### src/rtl/fetch_pkg.sv
// Shared definitions for the instruction fetch slice: default widths, reset PC
// and the fetch FSM state encoding.
package fetch_pkg;

  localparam int unsigned FETCH_DATA_W   = 16;
  localparam int unsigned FETCH_ADDR_W   = 16;
  localparam int unsigned FETCH_RESET_PC = 0;

  typedef enum logic [1:0] {
    FETCH = 2'd0,
    HOLD  = 2'd1,
    FAULT = 2'd2
  } fetch_state_t;

endpackage

### src/rtl/fetch_skid_buf.sv
// Two-entry FIFO of {pc, instr} between the fetch stage and decode.
// Entry 0 is always the head; flush empties it regardless of push/pop.
module fetch_skid_buf
  import fetch_pkg::*;
#(
  parameter int unsigned DATA_W = FETCH_DATA_W,
  parameter int unsigned ADDR_W = FETCH_ADDR_W
) (
  input  logic              clk,
  input  logic              reset,
  input  logic              push,
  input  logic              pop,
  input  logic              flush,
  input  logic [DATA_W-1:0] push_data,
  input  logic [ADDR_W-1:0] push_pc,
  output logic [1:0]        count,
  output logic              head_valid,
  output logic [DATA_W-1:0] head_data,
  output logic [ADDR_W-1:0] head_pc
);

  logic [DATA_W-1:0] data [2];
  logic [ADDR_W-1:0] pcs  [2];

  always_ff @(posedge clk or posedge reset) begin
    if (reset) begin
      count   <= '0;
      data[0] <= '0;
      data[1] <= '0;
      pcs[0]  <= '0;
      pcs[1]  <= '0;
    end else if (flush) begin
      count <= '0;
    end else begin
      unique case ({push, pop})
        2'b10: begin
          if (count == 2'd0) begin
            data[0] <= push_data;
            pcs[0]  <= push_pc;
            count   <= 2'd1;
          end else if (count == 2'd1) begin
            data[1] <= push_data;
            pcs[1]  <= push_pc;
            count   <= 2'd2;
          end
        end
        2'b01: begin
          data[0] <= data[1];
          pcs[0]  <= pcs[1];
          count   <= count - 2'd1;
        end
        2'b11: begin
          // Occupancy unchanged; with two entries the second slides to the head.
          if (count == 2'd2) begin
            data[0] <= data[1];
            pcs[0]  <= pcs[1];
            data[1] <= push_data;
            pcs[1]  <= push_pc;
          end else begin
            data[0] <= push_data;
            pcs[0]  <= push_pc;
          end
        end
        default: ;
      endcase
    end
  end

  assign head_valid = (count != 2'd0);
  assign head_data  = data[0];
  assign head_pc    = pcs[0];

endmodule

### src/rtl/instr_fetch_unit.sv
// Fetch stage: owns the PC, drives InstrMemory, tracks the in-flight read and
// buffers returned words for decode. Optional FETCH_BOUNDS_CHECK_EN adds fetch_fault.
module instr_fetch_unit
  import fetch_pkg::*;
#(
  parameter int unsigned DATA_W   = FETCH_DATA_W,
  parameter int unsigned ADDR_W   = FETCH_ADDR_W,
  parameter int unsigned RESET_PC = FETCH_RESET_PC
`ifdef FETCH_BOUNDS_CHECK_EN
  , parameter int unsigned MEM_DEPTH = 128
`endif
) (
  input  logic              clk,
  input  logic              reset,
  output logic [ADDR_W-1:0] imem_addr,
  input  logic [DATA_W-1:0] imem_data,
  input  logic              redirect_valid,
  input  logic [ADDR_W-1:0] redirect_pc,
  output logic              instr_valid,
  output logic [DATA_W-1:0] instr,
  output logic [ADDR_W-1:0] instr_pc,
  input  logic              instr_ready
`ifdef FETCH_BOUNDS_CHECK_EN
  , output logic            fetch_fault
`endif
);

  fetch_state_t      state, state_n;
  logic [ADDR_W-1:0] pc, pc_n;
  logic              inflight, inflight_n;
  logic [ADDR_W-1:0] inflight_pc;
  logic [1:0]        count;
  logic [2:0]        occ;
  logic              pop, room, issue_ok, issue;
`ifdef FETCH_BOUNDS_CHECK_EN
  logic              oob, redir_oob;
`endif

  always_comb begin
    pop      = instr_valid & instr_ready;
    occ      = 3'(count) + 3'(inflight);
    room     = pop ? (occ < 3'd3) : (occ < 3'd2);
    // HOLD releases in the same cycle room appears, so a resumed stall keeps 1 instr/cycle.
    issue_ok = room && (state == FETCH || state == HOLD);
`ifdef FETCH_BOUNDS_CHECK_EN
    oob       = 32'(pc) >= MEM_DEPTH;
    redir_oob = 32'(redirect_pc) >= MEM_DEPTH;
    issue     = issue_ok && !oob;
`else
    issue     = issue_ok;
`endif
    state_n    = state;
    pc_n       = pc;
    inflight_n = 1'b0;
    if (redirect_valid) begin
      pc_n    = redirect_pc;
      state_n = FETCH;
`ifdef FETCH_BOUNDS_CHECK_EN
      if (state == FAULT && redir_oob) state_n = FAULT;
`endif
    end else begin
      if (issue) begin
        pc_n       = pc + ADDR_W'(1);
        inflight_n = 1'b1;
      end
`ifdef FETCH_BOUNDS_CHECK_EN
      if (issue_ok && oob) state_n = FAULT;
      else
`endif
      if (state == FETCH && !room) state_n = HOLD;
      else if (state == HOLD && room) state_n = FETCH;
    end
  end

  always_ff @(posedge clk or posedge reset) begin
    if (reset) begin
      state       <= FETCH;
      pc          <= ADDR_W'(RESET_PC);
      inflight    <= 1'b0;
      inflight_pc <= '0;
`ifdef FETCH_BOUNDS_CHECK_EN
      fetch_fault <= 1'b0;
`endif
    end else begin
      state    <= state_n;
      pc       <= pc_n;
      inflight <= inflight_n;
      if (issue) inflight_pc <= pc;
`ifdef FETCH_BOUNDS_CHECK_EN
      fetch_fault <= (state_n == FAULT);
`endif
    end
  end

  assign imem_addr = pc;

  fetch_skid_buf #(
    .DATA_W (DATA_W),
    .ADDR_W (ADDR_W)
  ) u_buf (
    .clk        (clk),
    .reset      (reset),
    .push       (inflight),
    .pop        (pop),
    .flush      (redirect_valid),
    .push_data  (imem_data),
    .push_pc    (inflight_pc),
    .count      (count),
    .head_valid (instr_valid),
    .head_data  (instr),
    .head_pc    (instr_pc)
  );

endmodule
### config.mk
export PLATFORM = sky130hd
export DESIGN_NAME = instr_fetch_unit
export DESIGN_NICKNAME = d
export VERILOG_FILES = /design/src/rtl/fetch_pkg.sv /design/src/rtl/fetch_skid_buf.sv /design/src/rtl/instr_fetch_unit.sv
export SDC_FILE = /design/constraint.sdc
export NUM_CORES = 1
export LEC_CHECK = 0
export CORE_UTILIZATION = 46
export CTS_CLUSTER_DIAMETER = 120
export CTS_CLUSTER_SIZE = 40
export DETAILED_ROUTE_END_ITERATION = 6
export PLACE_DENSITY = 0.83
export REMOVE_ABC_BUFFERS = 1
export SYNTH_ARGS = -nofsm -noshare
export SYNTH_HDL_FRONTEND = slang
export SYNTH_SLANG_ARGS = --single-unit
### constraint.sdc
create_clock -name clk -period 3.7 [get_ports clk]
set_input_delay 0.37 -clock clk [delete_from_list [all_inputs] [get_ports clk]]
set_output_delay 0.37 -clock clk [all_outputs]
set_load 0.02 [all_outputs]
Word-level counts from Yosys, hierarchy flattened
Cells that the tools add are included.
- add/sub/neg operators: 3
- magnitude comparators: 2
- equality and inequality tests: 11
- muxes and demuxes: 26
- bitwise operators: 2
- reduce and logical (&&, ||, !) cells: 16
- operators with widths (kind ; number):
    16-bit two-way mux ; 12
    16-bit one-hot mux with 3 select lines ; 2
    16-bit one-hot mux with 2 select lines ; 2
    16-bit by 1-bit adder with 16-bit output (second input constant) ; 1
    2-bit two-way mux ; 6
    3-bit nonzero test ; 3
    2-bit by 1-bit equality test with 1-bit output (second input constant) ; 3
    2-bit equality test (second input constant) ; 3
    3-bit by 2-bit < comparator with 1-bit output (second input constant) ; 2
    2-bit by 1-bit != test with 1-bit output (second input constant) ; 3
    2-bit nonzero test ; 3
    5-bit AND reduction ; 1
    2-bit zero test ; 2
    4-bit by 2-bit != test with 1-bit output (second input constant) ; 1
    2-bit one-hot mux with 2 select lines ; 1
    2-bit by 1-bit adder with 3-bit output ; 1
    1-bit logical AND ; 3
    1-bit two-way mux ; 3
    3-bit AND reduction ; 1
    2-bit != test (second input constant) ; 1
    2-bit AND reduction ; 1
    2-bit by 1-bit subtractor with 2-bit output (second input constant) ; 1
    1-bit bitwise AND ; 1
    1-bit zero test ; 1
    other kinds (2) ; 2
- bits in registers: 101
- input port bits: 36
- output and inout bits: 49
- logic and storage cells: 69

Longest topological paths before layout
- depth in word-level cells: 7
- gate-level depth with buffers: 9
- mapped depth without buffers: 7

Hierarchy
From an unflattened synthesis, not the netlist that was laid out.
- cells, all modules: 504
- area total of the unflattened synthesis: 5122.4 µm²
- by module, submodules not included (module ; instances ; cells each ; area an instance (µm²) ; sequential area each (µm²)):
    fetch_skid_buf ; 1 ; 310 ; 3334.4 ; 1651.6
    instr_fetch_unit ; 1 ; 194 ; 1788.0 ; 825.8

Least setup slack after synthesis
No wires, ideal clock.
- kind: flip-flop to flip-flop
- start: reg u_buf.count[0]
- end: reg inflight_pc[10]
- library setup time: 0.125 ns
- arrival time: 1.898 ns
- data required time: 3.575 ns
- setup slack: 1.678 ns
- cell stages (with the launch flop): 9
- buffers on the path: 3
- period minus slack after synthesis: 2.022 ns
- cells stage by stage: dfrtp_1 > inv_1 > ha_1 > nor2b_1 > buf_4 > mux2i_2 > buf_6 > buf_4 > mux2_2
- cells in the longest elaborated chain, start to end: 4
- ends and longest elaborated chain (item ; line ; source):
    from (decl) ; fetch_skid_buf.sv:16 ; output logic [1:0] count,
    from (signal assigned) ; fetch_skid_buf.sv:50 ; count <= count - 2'd1;
    2-bit by 1-bit adder with 3-bit output or 2-bit nonzero test (tied branches) ; instr_fetch_unit.sv:41, fetch_skid_buf.sv:69 ;
    3-bit by 2-bit < comparator with 1-bit output or 1-bit bitwise AND (tied branches) ; instr_fetch_unit.sv:42, instr_fetch_unit.sv:40 ;
    1-bit two-way mux * ; instr_fetch_unit.sv:42 ; room = pop ? (occ < 3'd3) : (occ < 3'd2);
    1-bit logical AND * ; instr_fetch_unit.sv:44 ; issue_ok = room && (state == FETCH || state == HOLD);
    to (signal assigned) ; instr_fetch_unit.sv:88 ; if (issue) inflight_pc <= pc;
    to (decl) ; instr_fetch_unit.sv:31 ; logic [ADDR_W-1:0] inflight_pc;
Every way passes the cells marked *; elsewhere a longest branch is shown, timed or not.
A chain may end at the register's enable or synchronous reset.

Worst setup path after layout
- start: reg u_buf.count[0]
- end: reg u_buf.data (netlist bit u_buf.head_data[6])
- cells in the longest elaborated chain, start to end: 5
- ends and longest elaborated chain (item ; line ; source):
    2-bit nonzero test ; fetch_skid_buf.sv:69 ; assign head_valid = (count != 2'd0);
    1-bit bitwise AND ; instr_fetch_unit.sv:40 ; pop = instr_valid & instr_ready;
    2-bit equality test or 2-bit by 1-bit equality test with 1-bit output (tied branches) ; fetch_skid_buf.sv:35 ; unique case ({push, pop})
    2-bit by 1-bit != test with 1-bit output (no line) or 3-bit nonzero test (tied branches) ; - ;
    3-bit AND reduction (no line) ; - ;
    to (decl) ; fetch_skid_buf.sv:22 ; logic [DATA_W-1:0] data [2];
Several ways; a longest one is shown, not always the timed one.

==> flow_metrics.tcl <==
set metrics [dict create \
    fin_area_mm2 0.00571 \
    clockBufferDepth 2 \
    fmax_mhz 376 \
    cts_tree "yes" \
    rows 36 \
    die_area_mm2 0.0107 \
    slew_viol_final 0 \
    die_w_um 103 \
    seq_area_frac_synth 0.525 \
    critPathArrivalTime_ns 2.86 \
    slew_headroom 0.293 \
    crit_chain "inv_1, ha_1, nor2b_1, a21boi_4, buf_12, mux2i_1, o21ai_0" \
    cp-end-kind "register" \
    syn2layout_area_growth_pct 21.0 \
    grt_max_degree 53 \
    die_h_um 103 \
    fin_ws_ns 1.04 \
    postRouteAntennaNets 0 \
    core-area_mm2 0.00986 \
    post_drt_via_cell_ratio 5.36 \
    grt_pass1_wl_mm 15.0 \
    track_usage 0.187 \
    n_antenna_cell 0 \
    rsz0062_at_grt "no" \
    cts-resized-gates 0 \
    dp_cells 584 \
    start_util 0.478 \
    post_cts_buffers 0 \
    synthCells 413 \
    status "finished, final reports clean" \
    power.density_mw_per_mm2 727 \
    ys_seq_elements 99 \
    gr-total-overflow 0 \
    finalSetupTns_ns 0 \
    nNetsFinal 505 \
    cap_violations 0 \
    cp_max_fo 19 \
    setup_viol 0 \
    p_leak_nw 2.43 \
    yosys_warnings 0 \
    first_pass_iters 4 \
    hold_violations 0 \
    worstPathRequired_ns 3.90 \
    clockRootBuffer "clkbuf_8" \
    clock_skew_ns 0.00649 \
    port_buffers 84 \
    crit_buf_inv 2 \
    dp_hpwl_mm 6.29 \
    placed_area_mm2 0.00546 \
    cts_sinks 99 \
    cp_slowest_stage_delay_ns 0.58 \
    peakVddDrop_mv 0.450 \
    drt-initial-drc-count 98 \
    cts_buffers 9 \
    start_kind "register" \
    grt_pass1_vias 3193 \
    power_mw 4.15 \
    drt_wl_total_mm 9.25 \
    nFillCells 830 \
    worst-setup-path-type "reg -> reg" \
    drcViolationCount 0 \
    cts_hold_buf 0 \
    layout-drive-gt1-share 0.163 \
    ctsHtreeMaxLevel 3 \
    clock_latency_ns 0.36 \
    holdCritPathClass "in -> async" \
    wire_per_inst_um 15.4 \
    ioPinCount 85 \
    synthDistinctLibCells 37 \
    vias 3213 \
    antenna_found_initial 0 \
    timing.final.crit_share 0.719 \
    gp_routability_congestion 0.758 \
    path_clk_slew_ns 0.09 \
    tightest_slew_ns 1.06 \
    cp_slowest_cell "a21boi_4" \
    synth_area_mm2 0.00471 \
    synth_area_per_cell_um2 11.4 \
    cp_top_family "compound AO/OA/AOI/OAI gates" \
    dp_slack_ns 0.882 \
    fin_crit_ns 2.66 \
    final_cells 600 \
]
through the flow:
stage / util / hold WS [ns]
2_1_floorplan: - / 0.433
3_3_place_gp: 0.554 / 0.460
3_5_place_dp: 0.554 / 0.472
4_1_cts: 0.579 / 0.474
5_1_grt: 0.579 / 0.511
6_report: 0.579 / 0.465
per-layer routing:
metal,vias to the layer above,track usage,routed length (µm)
met5,-,0,0
met4,0,0.0769,146
met1,1592,0.231,4130
li1,1522,-,-
met2,84,0.324,4580
met3,15,0.0323,395
layout make-up:
class / count / area [µm²] / share of cell area
repair buffers: 93 / 921 / 0.161
well taps: 133 / 166 / 0.0292
multi-input cells: 251 / 1870 / 0.327
inverters: 8 / 32.5 / 0.00570
flip-flops and latches: 99 / 2480 / 0.434
clock buffers: 12 / 145 / 0.0254
clock inverters: 4 / 97.6 / 0.0171
cells by family after synthesis:
| logic type | count (synthesis) | share of synthesized area |
|---|---|---|
| XOR/XNOR | 2 | 0.00372 |
| flip-flops | 99 | 0.525 |
| AND/OR/NAND/NOR | 96 | 0.101 |
| multiplexers | 82 | 0.188 |
| adder cells (fa/ha/maj) | 7 | 0.0186 |
| AO/OA/AOI/OAI | 64 | 0.0791 |
| buffers and inverters | 63 | 0.0844 |
path summary, 6_finish.rpt:
kind                                       start                  to  slack [ns]  cells after the start
min in group clk                u_buf.head_pc[8]    u_buf.head_pc[8]        0.48                      2
worst max-delay path              u_buf.count[0]  u_buf.head_data[6]        1.04                      7
worst min-delay path                       reset  u_buf.head_data[5]        0.46                      2
worst max register to register    u_buf.count[0]  u_buf.head_data[6]        1.04                      7
worst min register to register  u_buf.head_pc[8]    u_buf.head_pc[8]        0.48                      2
max in group asynchronous                  reset        u_buf.pcs[7]        2.47                      3
placed cells by master (no fill, tap or decap), drive strengths merged, types with 8 or more instances in the layout:
cell type       n
dfrtp          99
clkdlybuf4s50  84
mux2           48
nand2          47
o21ai          40
mux2i          34
clkbuf         12
nand3          10
buf             9
or4             8
nor2            8
inv             8
Yosys cell counts:
master | instances | area, µm²
dfrtp_1 | 99 | 2480
mux2_2 | 48 | 541
nand2_1 | 47 | 176
buf_4 | 37 | 278
mux2i_1 | 33 | 330
o21ai_0 | 31 | 155
clkbuf_1 | 10 | 37.5
nand3_1 | 10 | 50.1
o21ai_1 | 9 | 45.0
inv_1 | 8 | 30.0
nor2_1 | 8 | 30.0
or4_1 | 8 | 60.1
a31oi_1 | 7 | 43.8
ha_1 | 7 | 87.6
buf_2 | 6 | 30.0
o211ai_1 | 5 | 37.5
or3_1 | 5 | 31.3
a21oi_1 | 4 | 20.0
and4_1 | 3 | 26.3
nand4_1 | 3 | 18.8
o31ai_1 | 3 | 22.5
and3_1 | 2 | 12.5
buf_6 | 2 | 22.5
nand2b_1 | 2 | 12.5
nor2b_1 | 2 | 12.5
nor3_1 | 2 | 10.0
xor2_1 | 2 | 17.5
a21boi_2 | 1 | 11.3
a221o_1 | 1 | 10.0
a2bb2oi_1 | 1 | 8.76
a311o_1 | 1 | 10.0
a311oi_1 | 1 | 8.76
and2_1 | 1 | 6.26
and3b_1 | 1 | 8.76
mux2i_2 | 1 | 13.8
nand4_2 | 1 | 12.5
nor4b_1 | 1 | 8.76
registers in the layout (all words and copies together) (netlist names):
name and count:
u_buf.head_pc 16, u_buf.count 2, inflight_pc 16, u_buf.pcs 16
imem_addr 16, u_buf.data 16, inflight 1, u_buf.head_data 16
worst register-to-register path, stage by stage, from the launching register on:
cell and delay (ns):
dfrtp_1 0.45, inv_1 0.10, ha_1 0.27, nor2b_1 0.54, a21boi_4 0.58, buf_12 0.26
mux2i_1 0.20, o21ai_0 0.10
report_power, final:
part           total (mW)  leakage, nW  internal, mW  switching (mW)
registers            1.78         1.23          1.50           0.277
logic                1.54         1.08         0.785           0.754
clock network       0.831        0.117         0.469           0.362
total                4.15         2.43          2.76            1.39
Power figures use the tool's default switching activity.
